$ cat config.mk
export PLATFORM = sky130hd
export DESIGN_NAME = dma_write_splitter_flat
export DESIGN_NICKNAME = d
export VERILOG_FILES = /design/src/rtl/dma_write_splitter_if.sv /design/src/rtl/dma_write_splitter.sv /design/src/flat_wrapper.sv
export SDC_FILE = /design/constraint.sdc
export NUM_CORES = 1
export LEC_CHECK = 0
export ABC_AREA = 1
export CAP_MARGIN = 20
export CORE_AREA = 2 2 569 571
export CTS_CLUSTER_DIAMETER = 150
export DETAILED_ROUTE_END_ITERATION = 10
export DIE_AREA = 0 0 571 573
export PLACE_DENSITY = 0.3
export SYNTH_ARGS = -nofsm -noshare
export SYNTH_HDL_FRONTEND = slang
export SYNTH_SLANG_ARGS = --single-unit
$ cat constraint.sdc
create_clock -name clk -period 7.7 [get_ports clk]
set_clock_uncertainty 0.1 [all_clocks]
set_input_delay 1.54 -clock clk [delete_from_list [all_inputs] [get_ports clk]]
set_output_delay 1.54 -clock clk [all_outputs]
set_load 0.03 [all_outputs]
$ cat src/rtl/dma_write_splitter_if.sv
// Handshake bundles shared by the DMA write splitter and its neighbours:
// a memory command channel and a 512-bit AXI-stream data channel.
interface axis_mem_cmd #(
    parameter int ADDR_W = 64,
    parameter int LEN_W  = 32
);
    logic              valid;
    logic              ready;
    logic [ADDR_W-1:0] address;
    logic [LEN_W-1:0]  length;

    modport master (output valid, output address, output length, input ready);
    modport slave  (input valid, input address, input length, output ready);
endinterface

interface axi_stream #(
    parameter int DATA_W = 512
);
    logic                valid;
    logic                ready;
    logic [DATA_W-1:0]   data;
    logic [DATA_W/8-1:0] keep;
    logic                last;

    modport master (output valid, output data, output keep, output last, input ready);
    modport slave  (input valid, input data, input keep, input last, output ready);
endinterface

$ cat src/rtl/dma_write_splitter.sv
// Splits DMA write commands into chunks that never cross a MAX_CHUNK-aligned
// boundary and regenerates the data-stream last flag at every chunk end.
module dma_write_splitter #(
    parameter int MAX_CHUNK  = 4096,
    parameter int BEAT_BYTES = 64
) (
    input  logic        clk,
    input  logic        rstn,
    axis_mem_cmd.slave  s_cmd,
    axi_stream.slave    s_data,
    axis_mem_cmd.master m_cmd,
    axi_stream.master   m_data,
    output logic [31:0] chunk_count,
    output logic [31:0] zero_len_count,
    output logic [31:0] last_mismatch_count
);
    localparam logic [31:0] CHUNK_W    = 32'(MAX_CHUNK);
    localparam logic [31:0] CHUNK_MASK = CHUNK_W - 32'd1;
    localparam int          BEAT_SHIFT = $clog2(BEAT_BYTES);
    localparam logic [63:0] ADDR_LOW   = 64'(BEAT_BYTES - 1);
    localparam logic [31:0] LEN_LOW    = 32'(BEAT_BYTES - 1);

    typedef enum logic [1:0] {IDLE, CALC, ISSUE, DATA} state_t;

    state_t      state_q;
    logic [63:0] cur_addr_q;
    logic [31:0] remain_q;
    logic [63:0] cmd_addr_q;
    logic [31:0] cmd_len_q;
    logic [31:0] beats_q;
    logic [31:0] beat_cnt_q;
    logic        cmd_valid_q;
    logic        cmd_ready_q;
    logic [31:0] chunk_count_q;
    logic [31:0] zero_len_count_q;
    logic [31:0] mismatch_count_q;

    logic [31:0] room;
    logic [31:0] chunk;
    logic [63:0] in_addr;
    logic [31:0] in_len;
    logic        in_data;
    logic        final_beat;
    logic        cmd_fire;
    logic        data_fire;
    logic        expect_up_last;

    assign in_addr        = s_cmd.address & ~ADDR_LOW;
    assign in_len         = s_cmd.length & ~LEN_LOW;
    assign room           = CHUNK_W - (cur_addr_q[31:0] & CHUNK_MASK);
    assign chunk          = (remain_q < room) ? remain_q : room;
    assign in_data        = (state_q == DATA);
    assign final_beat     = (beat_cnt_q == beats_q - 32'd1);
    assign cmd_fire       = s_cmd.valid && cmd_ready_q;
    assign data_fire      = in_data && s_data.valid && m_data.ready;
    // remain_q is already reduced by the current chunk once DATA is entered.
    assign expect_up_last = final_beat && (remain_q == 32'd0);

    assign s_cmd.ready    = cmd_ready_q;
    assign m_cmd.valid    = cmd_valid_q;
    assign m_cmd.address  = cmd_addr_q;
    assign m_cmd.length   = cmd_len_q;

    assign m_data.valid   = in_data && s_data.valid;
    assign s_data.ready   = in_data && m_data.ready;
    assign m_data.data    = s_data.data;
    assign m_data.keep    = s_data.keep;
    assign m_data.last    = in_data && final_beat;

    assign chunk_count         = chunk_count_q;
    assign zero_len_count      = zero_len_count_q;
    assign last_mismatch_count = mismatch_count_q;

    always_ff @(posedge clk or negedge rstn) begin
        if (!rstn) begin
            state_q          <= IDLE;
            cur_addr_q       <= '0;
            remain_q         <= '0;
            cmd_addr_q       <= '0;
            cmd_len_q        <= '0;
            beats_q          <= '0;
            beat_cnt_q       <= '0;
            cmd_valid_q      <= 1'b0;
            cmd_ready_q      <= 1'b0;
            chunk_count_q    <= '0;
            zero_len_count_q <= '0;
            mismatch_count_q <= '0;
        end else begin
            case (state_q)
                IDLE: begin
                    cmd_ready_q <= 1'b1;
                    if (cmd_fire) begin
                        cur_addr_q <= in_addr;
                        remain_q   <= in_len;
                        if (in_len == 32'd0) begin
                            zero_len_count_q <= zero_len_count_q + 32'd1;
                        end else begin
                            cmd_ready_q <= 1'b0;
                            state_q     <= CALC;
                        end
                    end
                end
                CALC: begin
                    cmd_addr_q  <= cur_addr_q;
                    cmd_len_q   <= chunk;
                    beats_q     <= chunk >> BEAT_SHIFT;
                    cmd_valid_q <= 1'b1;
                    state_q     <= ISSUE;
                end
                ISSUE: begin
                    if (m_cmd.ready) begin
                        cmd_valid_q   <= 1'b0;
                        chunk_count_q <= chunk_count_q + 32'd1;
                        cur_addr_q    <= cur_addr_q + {32'd0, cmd_len_q};
                        remain_q      <= remain_q - cmd_len_q;
                        beat_cnt_q    <= '0;
                        state_q       <= DATA;
                    end
                end
                DATA: begin
                    if (data_fire) begin
                        if (s_data.last != expect_up_last) begin
                            mismatch_count_q <= mismatch_count_q + 32'd1;
                        end
                        if (final_beat) begin
                            if (remain_q != 32'd0) begin
                                state_q <= CALC;
                            end else begin
                                state_q     <= IDLE;
                                cmd_ready_q <= 1'b1;
                            end
                        end else begin
                            beat_cnt_q <= beat_cnt_q + 32'd1;
                        end
                    end
                end
                default: state_q <= IDLE;
            endcase
        end
    end
endmodule

$ cat src/flat_wrapper.sv
// flat-port wrapper written by rule: the top's interface ports become plain ports
module dma_write_splitter_flat 
#(
    parameter int MAX_CHUNK  = 4096,
    parameter int BEAT_BYTES = 64
)
  (clk, rstn, chunk_count, zero_len_count, last_mismatch_count, s_cmd_valid, s_cmd_address, s_cmd_length, s_cmd_ready, s_data_valid, s_data_data, s_data_keep, s_data_last, s_data_ready, m_cmd_valid, m_cmd_address, m_cmd_length, m_cmd_ready, m_data_valid, m_data_data, m_data_keep, m_data_last, m_data_ready);
  axis_mem_cmd s_cmd_i ();
  axi_stream s_data_i ();
  axis_mem_cmd m_cmd_i ();
  axi_stream m_data_i ();
  input  logic clk;
  input  logic rstn;
  output logic [31:0] chunk_count;
  output logic [31:0] zero_len_count;
  output logic [31:0] last_mismatch_count;
  input wire logic [$bits(s_cmd_i.valid)-1:0] s_cmd_valid;
  input wire logic [$bits(s_cmd_i.address)-1:0] s_cmd_address;
  input wire logic [$bits(s_cmd_i.length)-1:0] s_cmd_length;
  output wire logic [$bits(s_cmd_i.ready)-1:0] s_cmd_ready;
  input wire logic [$bits(s_data_i.valid)-1:0] s_data_valid;
  input wire logic [$bits(s_data_i.data)-1:0] s_data_data;
  input wire logic [$bits(s_data_i.keep)-1:0] s_data_keep;
  input wire logic [$bits(s_data_i.last)-1:0] s_data_last;
  output wire logic [$bits(s_data_i.ready)-1:0] s_data_ready;
  output wire logic [$bits(m_cmd_i.valid)-1:0] m_cmd_valid;
  output wire logic [$bits(m_cmd_i.address)-1:0] m_cmd_address;
  output wire logic [$bits(m_cmd_i.length)-1:0] m_cmd_length;
  input wire logic [$bits(m_cmd_i.ready)-1:0] m_cmd_ready;
  output wire logic [$bits(m_data_i.valid)-1:0] m_data_valid;
  output wire logic [$bits(m_data_i.data)-1:0] m_data_data;
  output wire logic [$bits(m_data_i.keep)-1:0] m_data_keep;
  output wire logic [$bits(m_data_i.last)-1:0] m_data_last;
  input wire logic [$bits(m_data_i.ready)-1:0] m_data_ready;
  assign s_cmd_i.valid = s_cmd_valid;
  assign s_cmd_i.address = s_cmd_address;
  assign s_cmd_i.length = s_cmd_length;
  assign s_cmd_ready = s_cmd_i.ready;
  assign s_data_i.valid = s_data_valid;
  assign s_data_i.data = s_data_data;
  assign s_data_i.keep = s_data_keep;
  assign s_data_i.last = s_data_last;
  assign s_data_ready = s_data_i.ready;
  assign m_cmd_valid = m_cmd_i.valid;
  assign m_cmd_address = m_cmd_i.address;
  assign m_cmd_length = m_cmd_i.length;
  assign m_cmd_i.ready = m_cmd_ready;
  assign m_data_valid = m_data_i.valid;
  assign m_data_data = m_data_i.data;
  assign m_data_keep = m_data_i.keep;
  assign m_data_last = m_data_i.last;
  assign m_data_i.ready = m_data_ready;
  dma_write_splitter #(.MAX_CHUNK(MAX_CHUNK), .BEAT_BYTES(BEAT_BYTES)) u_core (.clk(clk), .rstn(rstn), .s_cmd(s_cmd_i), .s_data(s_data_i), .m_cmd(m_cmd_i), .m_data(m_data_i), .chunk_count(chunk_count), .zero_len_count(zero_len_count), .last_mismatch_count(last_mismatch_count));
endmodule
==> impl_metrics.csv, run 1 <==
group,metric,value,unit
global_route,grt_use_total,0.09500,
clock_network,cts_num_sinks,324,
timing,achievable-frequency,0.1681,GHz
power,cellLeakagePower,12.81,nW
detailed_routing,drcViolationCount,0,
worst_setup_path,cpMaxStageDelayCell,"clkdlybuf4s50_1",
placement,place.gp.congestion,0.8184,
worst_setup_path,cp_launch_point,"u_core.m_cmd.length[7]",
detailed_routing,dr.first_iter.drc_count,1322,
synth,synth.lib_cells_used.distinct,52,
synth,synth.yosys.seq_area_share,0.3020,
global_route,vias_in_the_first_global_route,24730,
synth,gate_count_of_the_mapped_netlist,3825,
detailed_routing,detailroute.via_count,24070,
worst_setup_path,timing.critical_path.fanout_max,5,
power,vdd_drop_max,0.0002044,V
die,floorplan.die_area,327200,sq um
power,share_clk_of_total_power,0.235,
synth,post-synth-top-area-fraction,0.3020,
synth,synth.avg_cell_area,7.019,sq um
worst_setup_path,kind_of_start_point_of_the_critical_path,"flop",
global_route,grt_max_degree,104,
synth,synthMostInstantiatedCell,"nand2_1",
clock_network,cts.repair.resized,0,
power,power.density_cell_area,337.7,nW/um^2
detailed_routing,via_per_inst,3.059,
outcome,run_status,"complete, no violations",
die,number_of_placement_rows,208,
placement,detailed_place_hpwl,131600,um
global_route,grt_pass1_wl,216700,um
clock_network,ctsLongestPathBuffers,3,
timing,min_period_over_period,0.7726,
timing,hold_viol_final,0,
synth,post_synth_instance_area,26850,sq um
placement,port-buffer-count,287,
power,power.internal,5.459,mW
run,drv.max_cap_violation_count,0,
synth,synth_top_flop_cell,"dfrtp_1",
global_route,global_route.overflow_total,0,
global_route,number_of_antenna_violations_at_the_first_check_in_global_routing,16,
clock_network,tritoncts,"done",
timing,pin_slew_with_the_least_headroom_to_its_limit,1.155,ns
synth,cell_types_occupying_the_most_area_after_synthesis,"dfrtp_1 30%, buf_4 16%, nand2_1 12%, nor2_1 5.5%, o21ai_0 5.0%",
power,netSwitchingPower,5.503,mW
synth,postSynthRegisterBits,324,
worst_setup_path,worst-r2r-setup-slack,3.03,ns
layout,post_layout_cell_count,7868,
clock_network,cts.hold.buffers_added,0,
power,combPwrFrac,0.520,
worst_setup_path,critPathMostFrequentCell,"nand3_1",
power,p_seq_frac,0.245,
min_path,hold_path.startpoint,"u_core.m_cmd.address[26]",
layout,final_cell_area,32460,sq um
synth,synth_edf_count,0,
layout,flow.area_growth_from_synthesis,20.91,%
detailed_routing,detailedRoute.firstPassIterationCount,5,
synth,synth_common_cells,"868 x nand2_1, 579 x buf_4, 393 x nor2_1",
layout,final_layout_size_suffix_gt1_frac,0.04549,
worst_setup_path,worstPathArrival,4.31,ns
worst_setup_path,endpoint_kind,"primary output",
die,initial_utilization,0.08381,
power,power.switching_fraction,0.5020,
timing,final.min_clock_period,5.949,ns
clock_network,cts.htree.levels,2,
detailed_routing,wl_per_cell,20.39,um
die,core_area,320400,sq um
clock_network,post_cts_buffers,0,
clock_network,cts.clk_slew.worst_paths,0.06,ns
placement,placed_cells_incl_taps,7771,
timing,timing.slew.headroom,0.2216,
timing,hold-worst-slack,0.3745,ns
clock_network,clock_insertion_delay_worst_skew,0.71,ns
clock_network,root_buffer,"clkbuf_16",
layout,num-nets-final,4287,
timing,fin_setup_tns,0,ns
worst_setup_path,path_class,"flop to primary output",
clock_network,tritoncts.num_buffers,52,
placement,dpl_cell_area,30610,sq um
timing,setup_viol,0,
min_path,worst_hold_path_type,"flop to flop",
timing,post-route-worst-setup-slack,1.751,ns
worst_setup_path,rr_startpoint,"u_core.m_cmd.length[7]",
die,num_io_pins,1452,
synth,yosys_warnings,0,
worst_setup_path,worst-endpoint-required,6.06,ns
placement,placement.setup.worst_slack,2.108,ns
synth,syn_nets,4591,
synth,yosys.area.top_type,"dfrtp_1",
worst_setup_path,timing.critical_path.cells,"inv_1, ha_1, nand2_1, nor2_2, nand3_1, nor2_1, nand4_1, nand2_1, nand3_1, nor2_1, nand3_1, nor3_2, clkdlybuf4s50_1",
die,die_y,573,um
worst_setup_path,max_stage_delay,0.80,ns
die,die_width,571,um
timing,timing_max_transition_violations_final,0,
synth,synthArstFlopShare,1.000,
detailed_routing,detail-route-antenna-nets,0,
timing,rsz0062_at_grt,"no",
detailed_routing,totalWireLength,160400,um
logic make-up (layout without fill, tap and decap cells):
kind of cell               count (synthesis)  after routing  synth area share
buffers and inverters                   1010            746            0.2236
AOI/OAI and AO/OA                        538            538            0.1095
xor gates and xnor gates                 173            173           0.05643
other                                      0              2                 0
adders and majority gates                 87             87           0.04110
and+or+nand+nor                         1693           1693            0.2674
DFF                                      324            324            0.3020
power by group through the flow:
stage	combinational, mW	sequential [mW]	clock (mW)
CTS	5.87	2.70	2.70
floorplan	3.80	2.88	0
global route	6.42	2.76	2.75
global placement	5.88	2.72	0
finish	5.70	2.68	2.58
detailed placement	5.85	2.73	0
placed cells by master, fill, tap and decap left out, drive strengths merged, types with 3 or more instances in the layout:
| cell type | Yosys | routed |
|---|---|---|
| nand4 | 88 | 88 |
| xnor2 | 50 | 50 |
| a221oi | 3 | 3 |
| buf | 598 | 23 |
| a31o | 3 | 3 |
| bufinv | 0 | 5 |
| nor3 | 78 | 78 |
| o21ai | 299 | 299 |
| clkinvlp | 0 | 4 |
| clkbuf | 69 | 75 |
| a21oi | 139 | 139 |
| dfrtp | 324 | 324 |
| o21bai | 9 | 9 |
| a21o | 12 | 12 |
| nor2 | 403 | 403 |
| or2 | 23 | 23 |
| clkinv | 5 | 12 |
| xor2 | 123 | 123 |
| ha | 85 | 85 |
| o22ai | 18 | 18 |
| o211ai | 28 | 28 |
| clkdlybuf4s50 | 0 | 286 |
| a22oi | 3 | 3 |
| a31oi | 6 | 6 |
| inv | 338 | 341 |
| nand2 | 872 | 872 |
| a21boi | 5 | 5 |
| o31ai | 3 | 3 |
| nor4 | 49 | 49 |
| nand3b | 11 | 11 |
| nand3 | 165 | 165 |
per-stage QoR:
stage               power [mW]     util
floorplan                6.674        -
global placement         8.605  0.09556
detailed placement       8.574  0.09556
CTS                      11.28   0.1012
global route             11.92   0.1013
finish                   10.96   0.1013
final cells by class:
cell class / instances / area, sq um
fillers: 37460 / 287900
multi-input cells: 2491 / 12770
flip-flops and latches: 324 / 8108
well taps: 4305 / 5386
repair buffers: 309 / 3088
clock buffers: 75 / 1518
inverters: 343 / 1291
clock inverters: 19 / 299.0
diodes: 2 / 5.005
metal layers:
layer	vias to the layer above	routed length, um	global-route usage
met2	988	73020	0.1540
met3	499	15050	0.03827
li1	11250	-	-
met4	12	11960	0.06340
met5	-	334	0.007790
met1	11320	60040	0.1006
worst max-delay path: cells and delay by family (launching register included):
kind	cells	cell delay [ns]
simple gates	10	1.94
flops	1	0.42
buf+inv	2	0.96
fa+ha+maj	1	0.26
registers in the layout (all words and copies together) (netlist names), 2 cells and up:
name                        cells
u_core.chunk_count             32
u_core.m_cmd.address           64
u_core.cur_addr_q              64
u_core.zero_len_count          32
u_core.remain_q                32
u_core.last_mismatch_count     32
u_core.state_q                  2
u_core.m_cmd.length            31
u_core.beat_cnt_q              32
final timing paths:
| kind | to | depth (start not counted) |
|---|---|---|
| worst max-delay path | m_data_last | 13 |
| worst min register to register | u_core.m_cmd.address[26] | 2 |
| worst min-delay path | u_core.m_cmd.address[26] | 2 |
| min in group asynchronous | u_core.last_mismatch_count[31] | 1 |
| max in group asynchronous | u_core.chunk_count[0] | 2 |
| worst max register to register | u_core.last_mismatch_count[14] | 17 |
No activity file was read; power rests on OpenSTA's default activity.
==> run 2, diff against run 1 <==
--- a/config.mk
+++ b/config.mk
@@ -7,10 +7,10 @@
 export LEC_CHECK = 0
 export ABC_AREA = 1
 export CAP_MARGIN = 20
-export CORE_AREA = 2 2 569 571
+export CORE_AREA = 2 2 568 570
 export CTS_CLUSTER_DIAMETER = 150
 export DETAILED_ROUTE_END_ITERATION = 10
-export DIE_AREA = 0 0 571 573
+export DIE_AREA = 0 0 570 572
 export PLACE_DENSITY = 0.3
 export SYNTH_ARGS = -nofsm -noshare
 export SYNTH_HDL_FRONTEND = slang
==> constraint.sdc (replaced) <==
create_clock -name clk -period 5.3 [get_ports clk]
set_clock_uncertainty 0.1 [all_clocks]
set_input_delay 1.06 -clock clk [delete_from_list [all_inputs] [get_ports clk]]
set_output_delay 1.06 -clock clk [all_outputs]
set_load 0.03 [all_outputs]
==> run 2 against run 1 <==
  * Hold slack worse by 0.20 ns
  * First-iteration DRC count is 0.23% higher
  * Highest routed layer unchanged
  * Critical endpoint unchanged
  * Combinational power is 47% higher
  * Largest power group unchanged
  * Utilization hardly changed
==> impl_metrics.csv, run 2 (synthesized netlist as in run 1, its figures left out) <==
group,metric,value,unit
power,cellLeakagePower,12.94,nW
die,floorplan.die_area,326000,sq um
timing,post-route-worst-setup-slack,0.6257,ns
clock_network,ctsLongestPathBuffers,3,
global_route,grt_max_degree,84,
layout,final_cell_area,32540,sq um
layout,fillers,37260,
timing,timing.slew.headroom,0.3833,
timing,timing_max_transition_violations_final,0,
timing,pin_slew_with_the_least_headroom_to_its_limit,0.9155,ns
worst_setup_path,worst_setup_path_endpoint,"m_data_last",
worst_setup_path,worst-endpoint-required,4.14,ns
layout,flow.area_growth_from_synthesis,21.20,%
layout,final_layout_size_suffix_gt1_frac,0.05110,
clock_network,post_cts_buffers,0,
worst_setup_path,cp_launch_point,"u_core.m_cmd.length[6]",
global_route,vias_in_the_first_global_route,24290,
die,initial_utilization,0.08394,
placement,place.gp.congestion,0.8431,
placement,placement.setup.worst_slack,1.175,ns
detailed_routing,dr.first_iter.drc_count,1325,
global_route,grt_use_total,0.09622,
die,die_width,570,um
detailed_routing,via_per_inst,3.110,
clock_network,cts.clk_slew.worst_paths,0.05,ns
clock_network,cts.htree.levels,2,
timing,setup_viol,0,
detailed_routing,wl_per_cell,20.92,um
min_path,worst_hold_path_type,"input pin to asynchronous set/reset pin",
detailed_routing,detail-route-antenna-nets,0,
detailed_routing,drcViolationCount,0,
clock_network,cts.repair.resized,0,
clock_network,cts_num_sinks,324,
placement,dpl_cell_area,30660,sq um
die,core_area,319800,sq um
timing,fin_setup_tns,0,ns
power,vdd_drop_max,0.0002795,V
worst_setup_path,kind_of_start_point_of_the_critical_path,"flop",
worst_setup_path,worstPathArrival,3.51,ns
global_route,grt_pass1_wl,216900,um
timing,final.min_clock_period,4.674,ns
die,num_io_pins,1452,
placement,port-buffer-count,287,
global_route,global_route.overflow_total,0,
die,die_y,572,um
clock_network,tritoncts.num_buffers,53,
timing,min_period_over_period,0.8820,
clock_network,root_buffer,"clkbuf_16",
timing,rsz0062_at_grt,"no",
global_route,number_of_antenna_violations_at_the_first_check_in_global_routing,15,
worst_setup_path,rr_startpoint,"u_core.cur_addr_q[2]",
detailed_routing,detailedRoute.firstPassIterationCount,5,
timing,achievable-frequency,0.2139,GHz
clock_network,clock_insertion_delay_worst_skew,0.73,ns
worst_setup_path,endpoint_kind,"primary output",
clock_network,tritoncts,"done",
timing,hold_viol_final,0,
die,number_of_placement_rows,208,
run,drv.max_cap_violation_count,0,
outcome,run_status,"complete, no violations",
layout,combined_area_of_the_multi_input_logic_cells,12770,sq um
worst_setup_path,worst-r2r-setup-slack,1.19,ns
worst_setup_path,worst_r2r_endpoint,"u_core.m_cmd.length[3]",
detailed_routing,totalWireLength,162800,um
layout,layout.cells.most_common_list,"867 x nand2_1, 392 x nor2_1, 335 x inv_1",
layout,num-nets-final,4305,
layout,register_area,8108,sq um
worst_setup_path,path_class,"flop to primary output",
detailed_routing,detailroute.via_count,24210,
worst_setup_path,r2r.worst_path.cells,15,
layout,layout_commonest_cell,"nand2_1",
placement,detailed_place_hpwl,134100,um
power,power.density_cell_area,496.1,nW/um^2
worst_setup_path,timing.critical_path.fanout_max,5,
clock_network,cts.hold.buffers_added,0,
power,power,16.14,mW
## run 2: power breakdown
| group | total (mW) | internal [mW] | leakage (nW) | switching [mW] |
|---|---|---|---|---|
| Sequential | 3.89 | 3.15 | 4.18 | 0.731 |
| Clock | 3.86 | 2.31 | 0.908 | 1.55 |
| Combinational | 8.40 | 2.61 | 7.85 | 5.79 |
| Total | 16.1 | 8.07 | 12.9 | 8.07 |
## run 2: routing by layer
| layer | GRT usage | part of all wire | up-vias |
|---|---|---|---|
| met4 | 0.05751 | 0.065 | 14 |
| met1 | 0.09777 | 0.35 | 11320 |
| li1 | - | - | 11280 |
| met3 | 0.04656 | 0.11 | 521 |
| met2 | 0.1588 | 0.47 | 1063 |
| met5 | 0.008377 | 0.0025 | - |
## run 2: how the worst min path moves through the flow
| stage | startpoint | endpoint | slack (ns) | cells after the start |
|---|---|---|---|---|
| floorplan | u_core.cur_addr_q[63] | u_core.cur_addr_q[63] | 0.37 | 2 |
| global placement | u_core.m_cmd.address[26] | u_core.m_cmd.address[26] | 0.37 | 2 |
| detailed placement | u_core.m_cmd.address[26] | u_core.m_cmd.address[26] | 0.37 | 2 |
| CTS | rstn | u_core.zero_len_count[31] | 0.15 | 1 |
| global route | rstn | u_core.zero_len_count[31] | 0.18 | 1 |
| finish | rstn | u_core.zero_len_count[31] | 0.18 | 1 |
## run 2: cell type report
class,instances,area share
multi-input cells,2491,0.3924
flip-flops and latches,324,0.2492
well taps,4200,0.1615
repair buffers,326,0.1000
clock buffers,75,0.04699
inverters,343,0.03972
clock inverters,22,0.01007
diodes,2,0.0001538
## run 2: worst max-delay path: stages, from the launching register on
cell and delay [ns]:
dfrtp_1 0.47, inv_2 0.15, ha_1 0.25, nand2_1 0.16, nor2_2 0.23, nand3_1 0.16, nor2_1 0.29, nand4_1 0.16
nand2_1 0.10, nand3_1 0.09, nor2_1 0.09, nand3_1 0.14, nor3_2 0.14, buf_4 0.22, buf_12 0.14
## run 2: per-stage QoR
step	cells	util	hold slack [ns]
after floorplan	3825	-	0.3712
after global placement	7683	0.09586	0.3700
after detailed placement	7683	0.09586	0.3688
after CTS	7780	0.1017	0.1513
after global routing	7782	0.1017	0.1793
final	7783	0.1017	0.1768
